`src/rtl/apb_master_arbiter.sv`:
```
// apb_master_arbiter: round-robin APB master sharing one completer among NUM_REQ requesters.
// Define APB_TIMEOUT_EN to abort an ACCESS after TIMEOUT_CYC PREADY-low cycles with rsp_err.
module apb_master_arbiter #(
    parameter int NUM_REQ     = 4,
    parameter int ADDR_W      = 8,
    parameter int DATA_W      = 32,
    parameter int TIMEOUT_CYC = 16
) (
    input  logic                     PCLK,
    input  logic                     PRESET,
    input  logic [NUM_REQ-1:0]        req_valid,
    input  logic [NUM_REQ-1:0]        req_write,
    input  logic [NUM_REQ*ADDR_W-1:0] req_addr,
    input  logic [NUM_REQ*DATA_W-1:0] req_wdata,
    output logic [NUM_REQ-1:0]        req_ready,
    output logic [NUM_REQ-1:0]        rsp_valid,
    output logic [DATA_W-1:0]         rsp_rdata,
    output logic                      rsp_err,
    output logic                      PSEL,
    output logic                      PENABLE,
    output logic                      PWRITE,
    output logic [ADDR_W-1:0]         PADDR,
    output logic [DATA_W-1:0]         PWDATA,
    input  logic [DATA_W-1:0]         PRDATA,
    input  logic                      PREADY
);
    localparam int GW = $clog2(NUM_REQ);
    typedef enum logic [1:0] {IDLE, SETUP, ACCESS} state_t;
    state_t state, nxt;
    logic [GW-1:0] last_grant, cur, win;
    logic found, done, abort, grant;

    // Rotating priority: first valid requester after last_grant, wrapping around.
    always_comb begin
        int idx;
        idx = 0;
        found = 1'b0;
        win = '0;
        for (int k = 1; k <= NUM_REQ; k++) begin
            idx = int'(last_grant) + k - ((int'(last_grant) + k >= NUM_REQ) ? NUM_REQ : 0);
            if (!found && req_valid[GW'(idx)]) begin
                found = 1'b1;
                win = GW'(idx);
            end
        end
    end

    assign done  = state == ACCESS && PREADY;
    assign grant = found && (state == IDLE || done);

`ifdef APB_TIMEOUT_EN
    localparam int WW = $clog2(TIMEOUT_CYC + 1);
    logic [WW-1:0] wcnt;
    assign abort = state == ACCESS && !PREADY && wcnt == WW'(TIMEOUT_CYC - 1);
    always_ff @(posedge PCLK) begin
        if (PRESET || state != ACCESS) wcnt <= '0;
        else if (!PREADY) wcnt <= wcnt + 1'b1;
    end
`else
    logic unused_timeout;
    assign unused_timeout = ^TIMEOUT_CYC;
    assign abort = 1'b0;
`endif

    always_comb begin
        nxt = state == IDLE  ? (found ? SETUP : IDLE)
            : state == SETUP ? ACCESS
            : abort          ? IDLE
            : PREADY         ? (found ? SETUP : IDLE)
            : ACCESS;
    end

    always_ff @(posedge PCLK) begin
        if (PRESET) state <= IDLE;
        else state <= nxt;
    end

    always_ff @(posedge PCLK) begin
        if (PRESET) begin
            last_grant <= GW'(NUM_REQ - 1);
            cur        <= '0;
            req_ready  <= '0;
            rsp_valid  <= '0;
            rsp_rdata  <= '0;
            rsp_err    <= 1'b0;
            PSEL       <= 1'b0;
            PENABLE    <= 1'b0;
            PWRITE     <= 1'b0;
            PADDR      <= '0;
            PWDATA     <= '0;
        end else begin
            PSEL      <= nxt != IDLE;
            PENABLE   <= nxt == ACCESS;
            req_ready <= grant ? NUM_REQ'(1) << win : '0;
            rsp_valid <= (done || abort) ? NUM_REQ'(1) << cur : '0;
            rsp_err   <= abort;
            rsp_rdata <= abort ? '0 : (done && !PWRITE) ? PRDATA : rsp_rdata;
            if (grant) begin
                cur        <= win;
                last_grant <= win;
                PWRITE     <= req_write[win];
                PADDR      <= req_addr[win*ADDR_W +: ADDR_W];
                PWDATA     <= req_wdata[win*DATA_W +: DATA_W];
            end
        end
    end
endmodule

```
`config.mk`:
```
export PLATFORM = sky130hd
export DESIGN_NAME = apb_master_arbiter
export DESIGN_NICKNAME = d
export VERILOG_FILES = /design/src/rtl/apb_master_arbiter.sv
export SDC_FILE = /design/constraint.sdc
export NUM_CORES = 1
export LEC_CHECK = 0
export CORE_AREA = 2 2 113 115
export CTS_BUF_LIST = sky130_fd_sc_hd__clkbuf_8 sky130_fd_sc_hd__clkbuf_16
export DETAILED_ROUTE_END_ITERATION = 16
export DIE_AREA = 0 0 115 117
export PLACE_DENSITY = 0.81
export SYNTH_ARGS = -nofsm -noshare
export SYNTH_HDL_FRONTEND = slang
export SYNTH_SLANG_ARGS = --single-unit
export TNS_END_PERCENT = 30
```
`constraint.sdc`:
```
create_clock -name PCLK -period 3.88 [get_ports PCLK]
set_input_delay 0.388 -clock PCLK [delete_from_list [all_inputs] [get_ports PCLK]]
set_output_delay 0.388 -clock PCLK [all_outputs]
set_load 0.02 [all_outputs]
```
### Word level (Yosys, flattened, before mapping)

Cells that the tools add are included.

* bits in writable memories: 0
* register bits: 89
* bits in latches: 0
* bits in read-only memories: 0
* memories kept: 0

* eq/ne operators: 3
* shift operators: 4
* multiplexer cells: 26
* order comparisons: 5
* reductions and logical operators: 15
* divide/modulo/power cells: 0
* bitwise logic cells: 2
* multipliers: 0
* $add $sub $neg: 8

Operator list (number)
* $shiftx 128x8->32: 1
* $shiftx 32x6->8: 1
* $lt 2x4->1 const B: 4
* $mux 1: 14
* $mux 2: 7
* $bmux 1 s2: 5
* $shl 1x2->4 const A: 2
* $sub 2x2->2 const B: 4
* $add 2x2->3 const B: 2
* $logic_and 1x1->1: 6
* $add 2x3->4 const B: 1
* $eq 2x2->1 const B: 2
* $logic_not 1->1: 4
* $reduce_or 2->1: 2
* $add 2x1->3 const B: 1
* $lt 2x3->1 const B: 1
* $eq 2x1->1 const B: 1
* $logic_not 2->1: 1
* $not 1->1: 2
* $reduce_bool 2->1: 1
* $logic_or 1x1->1: 1

### Longest topological paths before layout

* word-level depth: 20
* depth in mapped cells: 7
* depth with buffers taken out: 5

### Least setup slack after synthesis

OpenSTA, ideal clock, no wires.

* path kind: input-to-reg
* start point: input req_valid[3]
* end point: register PADDR[0]
* arrival: 1.683 ns
* cell stages on the path: 7
* required time: 3.746 ns
* path slack: 2.063 ns
* path through: nor2b_4 o21a_2 nor3_4 buf_6 buf_4 mux2i_1 o211ai_1

* cells in the longest elaborated chain, start to end: 14
* elaborated cells on any way between the ends: 28
* classes of those cells: shift (1); mux (20); reduce/logical (7)

Ends and longest elaborated chain
* start, declared: line 11 `input logic [NUM_REQ-1:0] req_valid,`
* $bmux 1 s2: line 41 `if (!found && req_valid[GW'(idx)]) begin`
* $mux 1 (not written as such) (2 in a row): line 41
* $mux 1: line 41
* $logic_not 1->1: line 41
* $logic_and 1x1->1: line 41
* $mux 1: line 41
* $logic_not 1->1: line 41
* $logic_and 1x1->1: line 41
* $mux 1: line 41
* $logic_not 1->1: line 41
* $logic_and 1x1->1: line 41
* $mux 2 / $mux 1 (equally long branches): line 41
* $shiftx 32x6->8 / $logic_and 1x1->1 (equally long branches): line 102, 49
* end signal, assigned: line 102 `PADDR <= req_addr[win*ADDR_W +: ADDR_W];`
* end, declared: line 22 `output logic [ADDR_W-1:0] PADDR,`

Parallel ways exist; a longest one is shown, timed or not. The select of a mux whose other input is x is not followed.
A chain may end at the register's enable or synchronous reset.

### Worst setup path in the final report

* start point: input req_valid[1]
* end point: register PWDATA[1]

* cells in the longest elaborated chain, start to end: 14
* elaborated cells on any way between the ends: 28
* classes of those cells: shift (1); mux (20); reduce/logical (7)

Ends and longest elaborated chain
* $bmux 1 s2: line 41
* $mux 1 (not written as such) (2 in a row): line 41
* $mux 1: line 41
* $logic_not 1->1: line 41
* $logic_and 1x1->1: line 41
* $mux 1: line 41
* $logic_not 1->1: line 41
* $logic_and 1x1->1: line 41
* $mux 1: line 41
* $logic_not 1->1: line 41
* $logic_and 1x1->1: line 41
* $mux 2 / $mux 1 (equally long branches): line 41
* $shiftx 128x8->32 / $logic_and 1x1->1 (equally long branches): line 103, 49
* end signal, assigned: line 103 `PWDATA <= req_wdata[win*DATA_W +: DATA_W];`
* end, declared: line 23 `output logic [DATA_W-1:0] PWDATA,`

Parallel ways exist; a longest one is shown, timed or not. The select of a mux whose other input is x is not followed.

==> impl.org <==
** GRT
- In the global route stage, met1 resource usage came out at 0.274.
- Antenna violations before repair :: 0
- The first global-routing pass estimated 25700 um of wire.
- In the global route stage, overall resource usage came out at 0.241.
- Met3 track demand over resource :: 0.0515
- Met2 track demand over resource in global routing :: 0.432
- Largest net degree at the start of global routing :: 52
- The number of global-route vias before repair was 5227.
- The layer flagged by global routing as most heavily used is met2.
- Grt total ovfl :: 0

** Synthesis
- Number of enable flip-flop cells after synthesis :: 0
- By area, the combinational part of the netlist is dominated by compound AO/OA/AOI/OAI gates.
- Synth top area share :: 0.391
- Post-synth ARST share :: 0
- Commonest register cell after synthesis :: sky130_fd_sc_hd__dfxtp_1
- The area fraction in compound gates after synthesis was 0.281.
- Of the total synthesized cell area, the portion taken by XOR and XNOR cells is 0.
- Synth area leaders :: sky130_fd_sc_hd__dfxtp_1 39%, sky130_fd_sc_hd__mux2i_1 9.1%, sky130_fd_sc_hd__nand2_1 8.4%
- Cell type with the largest total area after synthesis :: sky130_fd_sc_hd__dfxtp_1
- Number of distinct library cells after synthesis :: 38
- Number of nets produced by synthesis :: 733
- Of the total synthesized cell area, the portion taken by AND, OR, NAND and NOR gates is 0.178.
- A synthesized cell averages 8.50 sq um.
- Proportion of synthesized area in mux cells :: 0.0911
- For this run, the number of Yosys warnings is 0.
- The mapped netlist covers 4500 sq um.
- Number of register bits inferred by synthesis :: 88
- Number of instances in the synthesized netlist :: 530
- For this run, the register share of the synthesized area comes to 0.391.
- Adder-cell share of the synthesized area :: 0

** Power
- Of the total power, the share spent switching nets is 0.331.
- Summed over all cells, the static leakage comes to 2.83 nW.
- Share of power burned in registers :: 0.350
- VDD sags by at most 0.186 mV.
- Int Pwr :: 2.07 mW
- In this run the power density over the cells is 401 nW/um^2.
- The share of total power dissipated in the clock network is 0.295.
- Share of power burned in combinational logic :: 0.355
- Net Switching :: 1.02 mW

** STA
- Unrepaired setup endpoints after global routing :: false
- Final-report hold violation count :: 0
- For the pin with the worst max-slew slack, the measured transition is 1020 ps.
- Number of max-slew violations in the final report :: 0
- Setup violations remaining at the end of the flow were counted as 0.
- For the final database, setup skew stands at 7.54 ps.
- Once routing completed, OpenROAD measured the worst setup slack at 1220 ps.
- For this run, the top clock speed supported by timing is 0.377 GHz.
- In this run the tightest slew margin relative to its limit is 0.321.
- Final period demand of the worst path :: 2660 ps
- For the final routed database, the setup TNS stands at 0 ps.
- In the finished design, the share of the clock period the worst path needs comes to 0.685.

** Clock tree
- Level count of the clock H-tree :: 3
- Counting along the longest clock path gives a buffer depth of 2.
- TritonCTS built the clock tree.
- Clock tree synthesis selected as its root buffer the cell sky130_fd_sc_hd__clkbuf_16.
- TritonCTS Sinks :: 88
- Clock-pin slew was measured on the worst setup and hold paths at 70 ps.
- Number of buffers inserted for hold repair after clock tree synthesis :: 0
- Number of cells upsized or downsized after cts :: 0
- Clock insertion delay at the later pin of the skew report :: 340 ps
- After clock tree synthesis, the setup repair step added 0 buffers.
- CTS buffer count :: 9

** Placement
- Buffers placed on the I/O ports in this run total 285.
- Placed Cells :: 921
- Routability-driven placement finished with a final weighted congestion of 0.844.
- Once detailed placement completed, the half-perimeter wirelength came to 12500 um.
- At the placement stage, the worst setup path has a slack of 903 ps.

** Die
- Site Rows :: 41
- The die covers 13500 sq um.
- Initial cell density of the core :: 0.366
- The core region is 12300 sq um.
- The floorplan step set the die height to 117 um.
- For this design the top-level I/O count stands at 287.
- Measured along the x axis, the die boundary spans 115 um.

** Routing
- After the first detailed-routing iteration, the DRC count stood at 283.
- After detailed routing, the total wire length is 17100 um.
- Summing over every cut layer, the via total after detailed routing is 5272.
- Average wire per standard cell :: 18.3 um
- Remaining routing DRC violations :: 0
- The first detailed-routing pass ran for 5 iterations.
- In this run the remaining antenna-violating nets after routing total 0.
- Using the TritonRoute via totals, the vias-per-cell ratio works out to 5.63.

** Final layout
- Cell Count, Final, Fillers Out :: 937
- Fraction of layout instances using a drive strength above 1 :: 0.0534
- Most frequent standard cell in the layout excluding fill and tap cells :: sky130_fd_sc_hd__clkdlybuf4s50_1
- Number of nets at the end of the flow :: 985
- From synthesis to final layout, the design area changed by 71.5%.
- The top cell types in the final layout, fill and taps aside, are 284 x sky130_fd_sc_hd__clkdlybuf4s50_1, 101 x sky130_fd_sc_hd__nand2_1, 88 x sky130_fd_sc_hd__dfxtp_1, 41 x sky130_fd_sc_hd__mux2i_1, 35 x sky130_fd_sc_hd__a21oi_1.
- 0 antenna diodes ended up in the layout.

** Worst setup path
- Critical path start-end classification :: in2reg
- Counting buffers and inverters, the worst setup path is 7 cells deep.
- In this run the register-to-register setup slack is 1400 ps.
- Traced cell by cell, the critical path runs through clkdlybuf4s50_1, nand2b_1, o22ai_1, a21oi_4, buf_4, and2_1, a2111oi_1.
- R2R Path End :: PWDATA[1]
- The critical path contains buffers and inverters numbering 2 combined.
- For the worst setup path, the data arrival time is 2830 ps.
- Crit end category :: flop
- Following the worst setup path forward leads to its endpoint at PWDATA[1].
- Family of cells with the greatest summed delay on the critical path :: buffers and inverters
- Required @ worst endpoint :: 4050 ps
- The most critical setup path has its startpoint at req_valid[1].
- Critical path peak fanout :: 24
- The worst register-to-register path has a depth of 6.
- Worst setup SP type :: input pin
- The worst register-to-register path begins at last_grant[0].
- Slowest stage cell on the critical path :: sky130_fd_sc_hd__a21oi_4
- In this design, the stage delay of the slowest critical-path cell is 540 ps.

** Run
- Across the run, the number of max-cap violations was 0.

** Status
- The flow ran to the end, and the final reports show no timing, DRC or antenna violations.

** Min path
- Worst min-delay path category :: reg2reg
-- Yosys cell counts, types with 2 or more instances --
cell type,instances
sky130_fd_sc_hd__a2111oi_0,10
sky130_fd_sc_hd__nand4_1,31
sky130_fd_sc_hd__a21oi_1,35
sky130_fd_sc_hd__a211o_1,31
sky130_fd_sc_hd__or3_1,2
sky130_fd_sc_hd__a21oi_2,2
sky130_fd_sc_hd__a2111oi_1,10
sky130_fd_sc_hd__o31a_1,10
sky130_fd_sc_hd__nand2_1,101
sky130_fd_sc_hd__buf_6,2
sky130_fd_sc_hd__buf_2,11
sky130_fd_sc_hd__nand3_1,2
sky130_fd_sc_hd__o211ai_1,31
sky130_fd_sc_hd__and2_1,2
sky130_fd_sc_hd__nor3_1,5
sky130_fd_sc_hd__clkbuf_1,40
sky130_fd_sc_hd__o21ai_1,2
sky130_fd_sc_hd__buf_4,4
sky130_fd_sc_hd__mux2i_1,41
sky130_fd_sc_hd__o31ai_1,31
sky130_fd_sc_hd__nand2b_1,2
sky130_fd_sc_hd__nor2_1,21
sky130_fd_sc_hd__dfxtp_1,88
sky130_fd_sc_hd__nor2b_1,2
-- registers in the layout (all words and copies together), names as in the netlist --
name / flops
rsp_rdata: 32
cur: 2
state: 2
PADDR: 8
rsp_valid: 4
PSEL: 1
req_ready: 4
last_grant: 2
PWDATA: 32
PWRITE: 1
-- worst reg2reg max path, stage by stage (launching register included) --
cell	delay, ps
sky130_fd_sc_hd__dfxtp_1	410
sky130_fd_sc_hd__nand2b_1	230
sky130_fd_sc_hd__o22ai_1	170
sky130_fd_sc_hd__a21oi_4	540
sky130_fd_sc_hd__buf_4	400
sky130_fd_sc_hd__and2_1	420
sky130_fd_sc_hd__a2111oi_1	150
-- metrics by stage --
| stage | utilization | total power, mW | instance area (sq um) | hold WS, ps |
|---|---|---|---|---|
| after CTS | 0.627 | 3.11 | 7720 | 456 |
| after floorplan | - | 1.67 | 4500 | 430 |
| after global routing | 0.627 | 3.24 | 7720 | 477 |
| final | 0.627 | 3.10 | 7720 | 456 |
| after detailed placement | 0.602 | 2.20 | 7410 | 446 |
| after global placement | 0.602 | 2.17 | 7410 | 442 |
-- how the worst min path moves through the flow --
stage,from,to,depth (start not counted)
floorplan,cur[0],rsp_valid[2],1
global placement,rsp_rdata[7],rsp_rdata[7],2
detailed placement,rsp_rdata[7],rsp_rdata[7],2
CTS,rsp_rdata[7],rsp_rdata[7],2
global route,rsp_rdata[14],rsp_rdata[14],2
finish,rsp_rdata[19],rsp_rdata[19],2
-- kinds of logic (layout without fill, tap and decap cells) --
kind of cell           count (synthesis)  in the layout
buffers and inverters                 57            314
AOI/OAI and AO/OA                    169            169
DFF                                   88             88
and+or+nand+nor                      174            174
other                                  1              1
muxes                                 41             41
-- per-layer routing --
layer  up-vias  share of wire
met2       282           0.50
met1      2456           0.39
met4         0          0.033
met5         -              0
li1       2490              -
met3        44          0.080
-- cell type report --
type / instances / area [sq um]
Fill cell: 1050 / 4590
Timing Repair Buffer: 298 / 2950
Multi-Input combinational cell: 385 / 2520
Sequential cell: 88 / 1760
Clock buffer: 9 / 225
Tap cell: 150 / 188
Clock inverter: 7 / 83.8
-- power groups by stage --
stage / clock (mW) / combinational [mW] / sequential (mW)
floorplan: 0 / 0.457 / 1.21
global placement: 0 / 1.07 / 1.10
detailed placement: 0 / 1.10 / 1.10
CTS: 0.927 / 1.10 / 1.09
global route: 0.967 / 1.17 / 1.10
finish: 0.913 / 1.10 / 1.09
Note: power is estimated with default switching activity, not from simulation.
